$ cat config.mk
export PLATFORM = sky130hd
export DESIGN_NAME = instr_fetch_unit
export DESIGN_NICKNAME = d
export VERILOG_FILES = /design/src/rtl/fetch_pkg.sv /design/src/rtl/rtype_decoder.sv /design/src/rtl/instr_fetch_unit.sv
export SDC_FILE = /design/constraint.sdc
export NUM_CORES = 1
export LEC_CHECK = 0
export CAP_MARGIN = 20
export CORE_MARGIN = 2
export CORE_UTILIZATION = 41
export CTS_BUF_LIST = sky130_fd_sc_hd__clkbuf_4 sky130_fd_sc_hd__clkbuf_8 sky130_fd_sc_hd__clkbuf_16
export CTS_CLUSTER_DIAMETER = 200
export DETAILED_ROUTE_END_ITERATION = 10
export PLACE_DENSITY = 0.88
export SYNTH_ARGS = -nofsm -noshare
export SYNTH_HDL_FRONTEND = slang
export SYNTH_SLANG_ARGS = --single-unit
$ cat constraint.sdc
create_clock -name clk -period 2.4 [get_ports clk]
set_input_delay 0.72 -clock clk [delete_from_list [all_inputs] [get_ports clk]]
set_output_delay 0.72 -clock clk [all_outputs]
set_load 0.02 [all_outputs]
$ cat src/rtl/fetch_pkg.sv
// Shared encodings for the fetch stage and the R-type decoder.
// The decoder is reused by the execute stage, so these constants live here.
package fetch_pkg;

  localparam logic [1:0] S_IDLE  = 2'd0;
  localparam logic [1:0] S_FETCH = 2'd1;
  localparam logic [1:0] S_DRAIN = 2'd2;
  localparam logic [1:0] S_DONE  = 2'd3;

  typedef enum logic [1:0] {
    ST_IDLE  = S_IDLE,
    ST_FETCH = S_FETCH,
    ST_DRAIN = S_DRAIN,
    ST_DONE  = S_DONE
  } fetch_state_e;

  localparam logic [2:0] ALU_ADD = 3'd0;
  localparam logic [2:0] ALU_SUB = 3'd1;
  localparam logic [2:0] ALU_OR  = 3'd2;
  localparam logic [2:0] ALU_AND = 3'd3;
  localparam logic [2:0] ALU_MUL = 3'd4;
  localparam logic [2:0] ALU_ILL = 3'd7;

  localparam logic [5:0] F_ADD = 6'b100000;
  localparam logic [5:0] F_SUB = 6'b100010;
  localparam logic [5:0] F_OR  = 6'b100101;
  localparam logic [5:0] F_AND = 6'b100100;
  localparam logic [5:0] F_MUL = 6'b011000;

  localparam logic [5:0] OP_RTYPE = 6'b000000;

endpackage

$ cat src/rtl/rtype_decoder.sv
// Combinational R-type decode: register fields plus ALU operation.
// Fields are always extracted; legality only affects alu_op/illegal.
module rtype_decoder
  import fetch_pkg::*;
(
  input  logic [31:0] instr,
  output logic [4:0]  rs,
  output logic [4:0]  rt,
  output logic [4:0]  rd,
  output logic [2:0]  alu_op,
  output logic        illegal
);

  assign rs = instr[25:21];
  assign rt = instr[20:16];
  assign rd = instr[15:11];

  always_comb begin
    alu_op = ALU_ILL;
    if (instr[31:26] == OP_RTYPE) begin
      case (instr[5:0])
        F_ADD:   alu_op = ALU_ADD;
        F_SUB:   alu_op = ALU_SUB;
        F_OR:    alu_op = ALU_OR;
        F_AND:   alu_op = ALU_AND;
        F_MUL:   alu_op = ALU_MUL;
        default: alu_op = ALU_ILL;
      endcase
    end
  end

  assign illegal = (alu_op == ALU_ILL);

endmodule

$ cat src/rtl/instr_fetch_unit.sv
// Fetch sequencer and IF/ID pipeline register in front of the instruction memory.
// state    | meaning
// IDLE     | waiting for start after reset
// FETCH    | reading memory, loading IF/ID whenever it is empty or being accepted
// DRAIN    | last word loaded, waiting for the consumer to take it
// DONE     | run complete, waiting for a new start
module instr_fetch_unit
  import fetch_pkg::*;
#(
  parameter int ADDR_W   = 5,
  parameter int DATA_W   = 32,
  parameter int PROG_LEN = 15
) (
  input  logic              clk,
  input  logic              rst,
  input  logic              start,
  output logic [ADDR_W-1:0] mem_index,
  output logic              mem_rd,
  input  logic [DATA_W-1:0] mem_data,
  output logic              id_valid,
  input  logic              id_ready,
  output logic [DATA_W-1:0] id_instr,
  output logic [ADDR_W-1:0] id_pc,
  output logic [4:0]        id_rs,
  output logic [4:0]        id_rt,
  output logic [4:0]        id_rd,
  output logic [2:0]        id_alu_op,
  output logic              busy,
  output logic              done,
  output logic              err
);

  localparam logic [ADDR_W-1:0] LAST_PC = ADDR_W'(PROG_LEN - 1);

  fetch_state_e      state_q, state_d;
  logic [ADDR_W-1:0] pc_q, pc_d;
  logic              load, launch, accept;

  logic [4:0] dec_rs, dec_rt, dec_rd;
  logic [2:0] dec_alu_op;
  logic       dec_illegal;

  rtype_decoder u_dec (
    .instr   (mem_data),
    .rs      (dec_rs),
    .rt      (dec_rt),
    .rd      (dec_rd),
    .alu_op  (dec_alu_op),
    .illegal (dec_illegal)
  );

  assign accept = id_valid && id_ready;

  always_comb begin
    state_d = state_q;
    pc_d    = pc_q;
    load    = 1'b0;
    launch  = 1'b0;
    case (state_q)
      ST_IDLE, ST_DONE: begin
        if (start) begin
          launch  = 1'b1;
          pc_d    = '0;
          state_d = ST_FETCH;
        end
      end
      ST_FETCH: begin
        if (!id_valid || id_ready) begin
          load = 1'b1;
          // Stop at the last address instead of advancing, so pc never wraps.
          if (pc_q == LAST_PC) state_d = ST_DRAIN;
          else                 pc_d    = pc_q + 1'b1;
        end
      end
      ST_DRAIN: begin
        if (accept) state_d = ST_DONE;
      end
      default: state_d = ST_IDLE;
    endcase
  end

  always_ff @(posedge clk or posedge rst) begin
    if (rst) begin
      state_q <= ST_IDLE;
      pc_q    <= '0;
    end else begin
      state_q <= state_d;
      pc_q    <= pc_d;
    end
  end

  always_ff @(posedge clk or posedge rst) begin
    if (rst) begin
      id_valid  <= 1'b0;
      id_instr  <= '0;
      id_pc     <= '0;
      id_rs     <= '0;
      id_rt     <= '0;
      id_rd     <= '0;
      id_alu_op <= '0;
      err       <= 1'b0;
    end else begin
      if (load) begin
        // A load coinciding with an accept replaces the entry, keeping valid high.
        id_valid  <= 1'b1;
        id_instr  <= mem_data;
        id_pc     <= pc_q;
        id_rs     <= dec_rs;
        id_rt     <= dec_rt;
        id_rd     <= dec_rd;
        id_alu_op <= dec_alu_op;
      end else if (launch || accept) begin
        id_valid <= 1'b0;
      end

      if (launch)                   err <= 1'b0;
      else if (load && dec_illegal) err <= 1'b1;
    end
  end

  assign mem_index = pc_q;
  assign mem_rd    = (state_q == ST_FETCH);
  assign busy      = (state_q == ST_FETCH) || (state_q == ST_DRAIN);
  assign done      = (state_q == ST_DONE);

endmodule

## Yosys cells after proc, flatten, opt, wreduce, memory -nomap -nowiden

Index checks and enable logic that the tools add are counted.

| operators by class | value |
|---|---|
| $add $sub $neg | 1 |
| equality and inequality tests | 15 |
| mux-type cells | 19 |
| reduce and logical (&&, ||, !) cells | 14 |

Operator list:

| kind | count |
|---|---|
| 6-bit equality test, second input constant | 4 |
| 5-bit 2-to-1 mux | 3 |
| 3-bit one-hot mux with 5 select lines | 1 |
| 5-bit one-hot mux with 2 select lines | 1 |
| 1-bit 2-to-1 mux | 8 |
| 2-bit 2-to-1 mux | 4 |
| 4-bit AND reduction | 2 |
| 6-bit by 5-bit equality test with 1-bit output, second input constant | 1 |
| 6-bit logical NOT | 1 |
| 2-bit != test, second input constant | 3 |
| 2-bit one-hot mux with 3 select lines | 1 |
| 2-bit nonzero test | 3 |
| 5-bit by 1-bit adder with 5-bit output, second input constant | 1 |
| 5-bit by 4-bit equality test with 1-bit output, second input constant | 1 |
| 2-bit equality test, second input constant | 2 |
| 2-bit by 1-bit != test with 1-bit output, second input constant | 2 |
| 3-bit equality test, second input constant | 1 |
| 1-bit logical OR | 3 |
| 3-bit 2-to-1 mux | 1 |
| 2-bit by 1-bit equality test with 1-bit output, second input constant | 1 |
| 1-bit logical AND | 2 |
| 2-bit logical NOT | 1 |
| 2-bit OR reduction | 1 |
| 1-bit logical NOT | 1 |

| word-level totals | value |
|---|---|
| flip-flop bits (word level) | 64 |
| bits of input ports | 36 |
| output and inout bits | 65 |
| word-level logic and storage cells | 59 |

## Logic depth before layout (Yosys ltp)

Gate-level depths: netlist of the first run.

| logic depth | value |
|---|---|
| word-level depth | 7 |
| gate-level depth with buffers | 7 |
| gate-level depth less buffers | 6 |

## Hierarchy

Synthesis of the first run repeated with hierarchy kept, for this count alone.

| second synthesis, totals | value |
|---|---|
| cell total of the unflattened synthesis | 319 |
| area total of the unflattened synthesis | 2,851.5 sq um |

By module, submodules not included:

| module | instances | cells an instance | area an instance (sq um) | sequential area each (sq um) |
|---|---|---|---|---|
| instr_fetch_unit | 1 | 291 | 2,646.3 | 1,601.5 |
| rtype_decoder | 1 | 28 | 205.2 | 0.0 |

## Least setup slack after synthesis of the first run

No wires, ideal clock.

| path | value |
|---|---|
| kind | in2reg |
| start point | input port mem_data[31] |
| end point | register id_alu_op[1] |
| setup time | 0.125 ns |
| data arrival time | 1.768 ns |
| data required time | 2.275 ns |
| path slack | 0.507 ns |
| stages on the path | 4 |
| buffers on the path | 0 |
| cell sequence | or4_4 > nor3_4 > o211ai_1 > mux2_2 |

| on the way | value |
|---|---|
| cells in the longest elaborated chain, start to end | 2 |

Ends and longest elaborated chain:

| item | line | text |
|---|---|---|
| start: declaration | instr_fetch_unit.sv:19 | `input logic [DATA_W-1:0] mem_data,` |
| 6-bit logical NOT | rtype_decoder.sv:20 | `if (instr[31:26] == OP_RTYPE) begin` |
| 3-bit 2-to-1 mux | rtype_decoder.sv:20 |  |
| end signal: assignment | instr_fetch_unit.sv:111 | `id_alu_op <= dec_alu_op;` |
| end: declaration | instr_fetch_unit.sv:27 | `output logic [2:0] id_alu_op,` |

No other way between the ends.
A chain may end at the register's enable or synchronous reset.

## Worst setup path in the final report of the first run

| path | value |
|---|---|
| start point | register state_q[0] |
| end point | output port busy |

| on the way | value |
|---|---|
| cells in the longest elaborated chain, start to end | 2 |
| elaborated cells between the ends (all ways) | 3 |
| classes of those cells | 2 x eq/ne; 1 x reduce/logical |

Ends and longest elaborated chain:

| item | line | text |
|---|---|---|
| start: declaration | instr_fetch_unit.sv:35 | `fetch_state_e state_q, state_d;` |
| start signal: assignment | instr_fetch_unit.sv:87 | `state_q <= state_d;` |
| 2-bit by 1-bit equality test with 1-bit output or 2-bit equality test (tied branches) | instr_fetch_unit.sv:123 | `assign busy = (state_q == ST_FETCH) \|\| (state_q == ST_DRAIN);` |
| 1-bit logical OR * | instr_fetch_unit.sv:123 |  |
| end: declaration | instr_fetch_unit.sv:28 | `output logic busy,` |

Every way passes the cells marked *; elsewhere a longest branch is shown, timed or not.

==> impl_metrics.csv, run 1 <==
group,metric,value,unit
sta,final_hold_viol_count,0,
grt,grt_max_degree,36,
grt,grt_busiest_layer,"met2",
setup_path,crit_path_max_fanout,5,
synth,yosys_warnings,0,
grt,gr-usage-met2,0.282,
power_and_ir_drop,total_power,0.00459,W
route,viasPerCell,4.95,
synth,synth_area_leaders,"dfrtp_1, mux2_1, buf_4, ha_1, mux2_2",
route,wl,4720,um
synth,synth_seq_cells,49,
sta,fin_crit_sh,0.933,
cells_and_area,drive_gt1_frac,0.0878,
floorplan,ios,101,
placement,placed_area,3230,sq um
sta,maxSlewViolCount,0,
cells_and_area,layout_common_cells,"clkdlybuf4s50_1, dfrtp_1, mux2_1, nand2_1, clkbuf_8",
clock_network,clock_sinks,49,
floorplan,die_w,77.8,um
sta,setup_violations,0,
sta,finClkSkew,7.05,ps
clock_network,ctsRootBufferMaster,"clkbuf_8",
cells_and_area,area_growth,49.3,%
route,ant_nets,0,
setup_path,path_class,"register to output port",
power_and_ir_drop,max-vdd-ir-drop,666,uV
clock_network,clockBufferDepth,2,
cells_and_area,final_area,3330,sq um
clock_network,cts_setup_buffers,0,
setup_path,rr_startpoint,"state_q[0]$_DFFE_PP0P_",
floorplan,core-area,5170,sq um
synth,synth_area_leader_cell,"dfrtp_1",
synth,synthCells,170,
sta,rsz0062_at_grt,"no",
route,drt_iter0_markers,71,
placement,io_buffers,100,
synth,netlist.area_leader.share,0.549,
grt,grt.overflow.total,0,
route,via_count,1642,
grt,grt_antenna_before_repair,0,
clock_network,cts_buffers,5,
placement,gp_congestion,0.847,
run,drv_cap,0,
cells_and_area,nNetsFinal,303,
status,status,"completed",
grt,met3_usage,0.0709,
setup_path,ff2ff_setup_slack,550,ps
synth,syn_avg_cell_area,13.1,sq um
floorplan,initial_core_util,0.432,
setup_path,crit_path_end_kind,"output port",
sta,slew_headroom,0.700,
synth,netlist_area,2230,sq um
cells_and_area,insertedDiodeCount,0,
min_path,hold_path.class,"register to register",
power_and_ir_drop,p_leak,1.42,nW
min_path,hold_start,"id_instr[8]$_DFFE_PP0P_",
setup_path,critPathLaunchType,"register",
clock_network,clock_latency,300,ps
route,avgRoutedWirePerCell,14.2,um
clock_network,path_clk_slew,90,ps
power_and_ir_drop,power.density,1380,nW/um^2
grt,gr-usage-all-layers,0.166,
placement,dp_hpwl,3560,um
synth,ys_seq_area_frac,0.549,
sta,worstMarginPinSlew,449,ps
route,firstDrtPassIters,4,
setup_path,crit_required,1680,ps
grt,grt_pass1_vias,1678,
floorplan,std_cell_rows,26,
sta,whs,493,ps
route,drt_drc_violations_left,0,
floorplan,dieArea,6050,sq um
setup_path,crit_path_start,"state_q[0]$_DFFE_PP0P_",
sta,max_freq,0.446,GHz
sta,min_period,2240,ps
synth,ys_types,32,
clock_network,htreeDepth,2,
synth,syn_nets,212,
grt,use_met1,0.194,
cells_and_area,num-fill-cells,400,
clock_network,cts_tree,"built",
cells_and_area,layout_commonest_cell,"clkdlybuf4s50_1",
setup_path,worstPathArrival,1520,ps
floorplan,dieHeight,77.8,um
grt,grt_pass1_wl,7950,um
[synthesized netlist by cell type]
cell,number
a211oi_1,1
or4_4,1
inv_1,6
a21oi_1,3
buf_8,1
a31oi_1,1
a32o_1,1
nor2b_1,2
mux2_1,33
nor3b_1,1
nand4b_1,2
buf_4,15
or2_2,1
a22oi_1,1
o31ai_1,3
dfrtp_1,49
mux2i_1,3
nand4_1,1
o211ai_1,3
nand3_1,5
nand2_4,1
ha_1,6
buf_2,3
nand2_1,7
and3b_1,1
nor3_4,1
mux2_2,5
and4bb_2,1
nand2b_1,2
nor2_1,5
o21ai_0,4
clkbuf_1,1
[report_power, final]
part	switching, W	total [W]	leakage (nW)	internal [W]
Clock	0.000269	0.000530	0.0542	0.000261
Combinational	0.00131	0.00264	0.780	0.00133
Sequential	0.000238	0.00143	0.582	0.00119
[through the flow]
| stage | worst slack [ps] | setup TNS, ps | std cells | util |
|---|---|---|---|---|
| 2_1_floorplan | 507 | 0 | 170 | - |
| 3_3_place_gp | 32.8 | 0 | 324 | 0.624 |
| 3_5_place_dp | -57.9 | -102 | 324 | 0.624 |
| 4_1_cts | 62.3 | 0 | 332 | 0.644 |
| 5_1_grt | 66.0 | 0 | 332 | 0.644 |
| 6_report | 160 | 0 | 332 | 0.644 |
[worst max-delay path, stage by stage, from the launching register on]
cell and delay (ps):
dfrtp_1 410, inv_1 80, ha_1 340, inv_1 60, dlygate4sd2_1 320
[cells by family after synthesis]
group	after synthesis	synth area share
buffers and inverters	26	0.0757
AND/OR/NAND/NOR	31	0.0863
flip-flops	49	0.549
adder cells (fa/ha/maj)	6	0.0336
AO/OA/AOI/OAI	17	0.0499
multiplexers	41	0.205
[state kept, by name, indices dropped and copies added, names as in the netlist]
signal	count
id_valid	1
id_pc	5
mem_index	5
id_alu_op	3
state_q	2
id_instr	32
err	1
[worst paths after layout]
path / to / cells after the start
hold reg to reg: id_instr[8]$_DFFE_PP0P_ / 1
min in group asynchronous: id_instr[20]$_DFFE_PP0P_ / 2
max in group asynchronous: id_instr[9]$_DFFE_PP0P_ / 3
setup reg to reg: mem_index[3]$_DFFE_PP0P_ / 6
hold / removal: id_instr[8]$_DFFE_PP0P_ / 1
setup / recovery: busy / 4
[repair_timing]
action                     4_1_cts  5_1_grt
gates cloned                     0        0
setup endpoints to repair        1        1
resized for setup                1        1
hold buffers                     0        0
[layer usage]
layer / vias to the layer above / routed length, um
li1: 773 / -
met1: 805 / 1880
met2: 62 / 2440
met3: 2 / 380
met4: 0 / 9
met5: - / 0
[area by class of cell]
type / instances / area [sq um] / area share
Clock buffer: 7 / 96.3 / 0.0289
Multi-Input combinational cell: 95 / 837 / 0.251
Inverter: 6 / 22.5 / 0.00676
Sequential cell: 49 / 1230 / 0.368
Timing Repair Buffer: 104 / 1060 / 0.317
Clock inverter: 1 / 5.00 / 0.00150
Tap cell: 70 / 87.6 / 0.0263
Power figures use the tool's default switching activity.
==> inputs of run 2 (changes only) <==
--- a/config.mk
+++ b/config.mk
@@ -12,6 +12,7 @@
 export CTS_CLUSTER_DIAMETER = 200
 export DETAILED_ROUTE_END_ITERATION = 10
 export PLACE_DENSITY = 0.88
+export SETUP_SLACK_MARGIN = 0.2
 export SYNTH_ARGS = -nofsm -noshare
 export SYNTH_HDL_FRONTEND = slang
 export SYNTH_SLANG_ARGS = --single-unit
==> run 2 against run 1 <==
First-iteration DRC count shrank 1.4%; total power is 0.27% lower; non-clock buffer count is the same; cell count unchanged; combinational power is essentially flat; clock skew unchanged; final area is essentially flat.
==> impl_metrics.csv, run 2 (synthesized netlist as in run 1, its figures left out) <==
group,metric,value,unit
route,viasPerCell,4.91,
sta,slew_headroom,0.702,
sta,fin_crit_sh,0.881,
placement,placed_area,3230,sq um
run,drv_cap,0,
power_and_ir_drop,max-vdd-ir-drop,670,uV
sta,max_freq,0.473,GHz
grt,grt_pass1_vias,1678,
setup_path,critPathSlowestCell,"or4_4",
cells_and_area,drive_gt1_frac,0.0916,
cells_and_area,layout_commonest_cell,"clkdlybuf4s50_1",
route,ant_nets,0,
cells_and_area,largest_reg_flops,32,
setup_path,crit_path_end_kind,"register",
clock_network,cts_setup_buffers,0,
placement,io_buffers,100,
sta,finClkSkew,7.05,ps
route,drt_iter0_markers,70,
floorplan,dieArea,6050,sq um
floorplan,std_cell_rows,26,
power_and_ir_drop,power.density,1380,nW/um^2
power_and_ir_drop,p_leak,1.44,nW
cells_and_area,nNetsFinal,303,
cells_and_area,final_area,3330,sq um
cells_and_area,top_register,"id_instr",
grt,grt_max_degree,36,
clock_network,cts_buffers,5,
grt,grt.overflow.total,0,
floorplan,dieHeight,77.8,um
setup_path,slowest_delay,570,ps
setup_path,crit_path_max_fanout,3,
sta,final_hold_viol_count,0,
clock_network,clock_sinks,49,
clock_network,cts_resized,2,
route,via_count,1629,
clock_network,cts_tree,"built",
placement,dp_hpwl,3560,um
route,dr_wl_met2,2440,um
cells_and_area,layout_common_cells,"clkdlybuf4s50_1, dfrtp_1, mux2_1, nand2_1, clkbuf_8",
route,firstDrtPassIters,6,
route,wl,4720,um
grt,gr-usage-all-layers,0.166,
min_path,hold_path.class,"register to register",
sta,worstMarginPinSlew,446,ps
route,m1WireLength,1890,um
sta,setup_tns,0,ps
setup_path,path_class,"primary input to register",
clock_network,htreeDepth,2,
floorplan,die_w,77.8,um
clock_network,clock_latency,300,ps
sta,setup_violations,0,
cells_and_area,insertedDiodeCount,0,
route,wl_met3,367,um
route,highest_layer,"met4",
status,status,"completed",
clock_network,clockBufferDepth,2,
floorplan,core-area,5170,sq um
setup_path,crit_required,2590,ps
grt,grt_pass1_wl,7950,um
cells_and_area,num-fill-cells,401,
setup_path,path_cells,"clkdlybuf4s50_1, or4_4, nor3_4, o211ai_1, mux2_2",
clock_network,ctsRootBufferMaster,"clkbuf_8",
grt,grt_antenna_before_repair,0,
floorplan,ios,101,
cells_and_area,area_growth,49.2,%
sta,min_period,2110,ps
floorplan,initial_core_util,0.432,
setup_path,critPathLaunchType,"primary input",
route,avgRoutedWirePerCell,14.2,um
route,drt_drc_violations_left,0,
clock_network,path_clk_slew,90,ps
clock_network,hold_buffers,0,
setup_path,worstPathArrival,2310,ps
sta,rsz0062_at_grt,"no",
sta,maxSlewViolCount,0,
placement,gp_congestion,0.847,
==> run 2: final timing paths <==
kind | start | end | slack, ps | cells past startpoint
max reg2reg | state_q[0]$_DFFE_PP0P_ | mem_index[3]$_DFFE_PP0P_ | 550 | 6
min reg2reg | id_instr[8]$_DFFE_PP0P_ | id_instr[8]$_DFFE_PP0P_ | 490 | 1
max in group asynchronous | rst | id_instr[9]$_DFFE_PP0P_ | 1210 | 3
min | id_instr[8]$_DFFE_PP0P_ | id_instr[8]$_DFFE_PP0P_ | 490 | 1
min in group asynchronous | rst | id_instr[20]$_DFFE_PP0P_ | 690 | 2
max | mem_data[31] | id_alu_op[1]$_DFFE_PP0P_ | 290 | 5
==> run 2: routing by layer <==
metal	vias to the layer above	global-route usage
li1	774	-
met1	798	0.194
met2	55	0.282
met3	2	0.0709
met4	0	0.0375
met5	-	0
==> run 2: worst max-delay path, delay by kind of cell <==
| kind | cells | cell delay (ps) |
|---|---|---|
| AOI/OAI and AO/OA | 1 | 140 |
| and+or+nand+nor | 2 | 730 |
| buffers and inverters | 1 | 430 |
| muxes | 1 | 290 |
==> run 2: layout make-up <==
cell class | instances | area, sq um | share of cell area
sequential | 49 | 1230 | 0.368
timing repair buffer | 104 | 1050 | 0.317
multi-input combinational | 95 | 837 | 0.251
clock buffer | 7 | 96.3 | 0.0289
tap | 70 | 87.6 | 0.0263
inverter | 6 | 22.5 | 0.00676
clock inverter | 1 | 5.00 | 0.00150
==> run 2: report_power, final <==
group,internal (W),switching (W),leakage (nW)
clock network,0.000261,0.000269,0.0542
logic,0.00131,0.00131,0.798
registers,0.00119,0.000237,0.582
==> run 2: through the flow <==
| step | worst slack [ps] | instances | total power (W) | hold WS (ps) | util |
|---|---|---|---|---|---|
| 2_1_floorplan | 507 | 170 | 0.00303 | 567 | - |
| 3_3_place_gp | 32.8 | 324 | 0.00406 | 469 | 0.624 |
| 3_5_place_dp | -57.9 | 324 | 0.00412 | 480 | 0.624 |
| 6_report | 285 | 332 | 0.00458 | 493 | 0.644 |
| 4_1_cts | 146 | 332 | 0.00464 | 499 | 0.643 |
| 5_1_grt | 212 | 332 | 0.00486 | 502 | 0.644 |
==> inputs of run 3 (changes only) <==
--- a/config.mk
+++ b/config.mk
@@ -8,7 +8,6 @@
 export CAP_MARGIN = 20
 export CORE_MARGIN = 2
 export CORE_UTILIZATION = 41
-export CTS_BUF_LIST = sky130_fd_sc_hd__clkbuf_4 sky130_fd_sc_hd__clkbuf_8 sky130_fd_sc_hd__clkbuf_16
 export CTS_CLUSTER_DIAMETER = 200
 export DETAILED_ROUTE_END_ITERATION = 10
 export PLACE_DENSITY = 0.88
==> results of run 3 <==
Same layout as run 2: the final DEF is identical, and so are final timing and power.
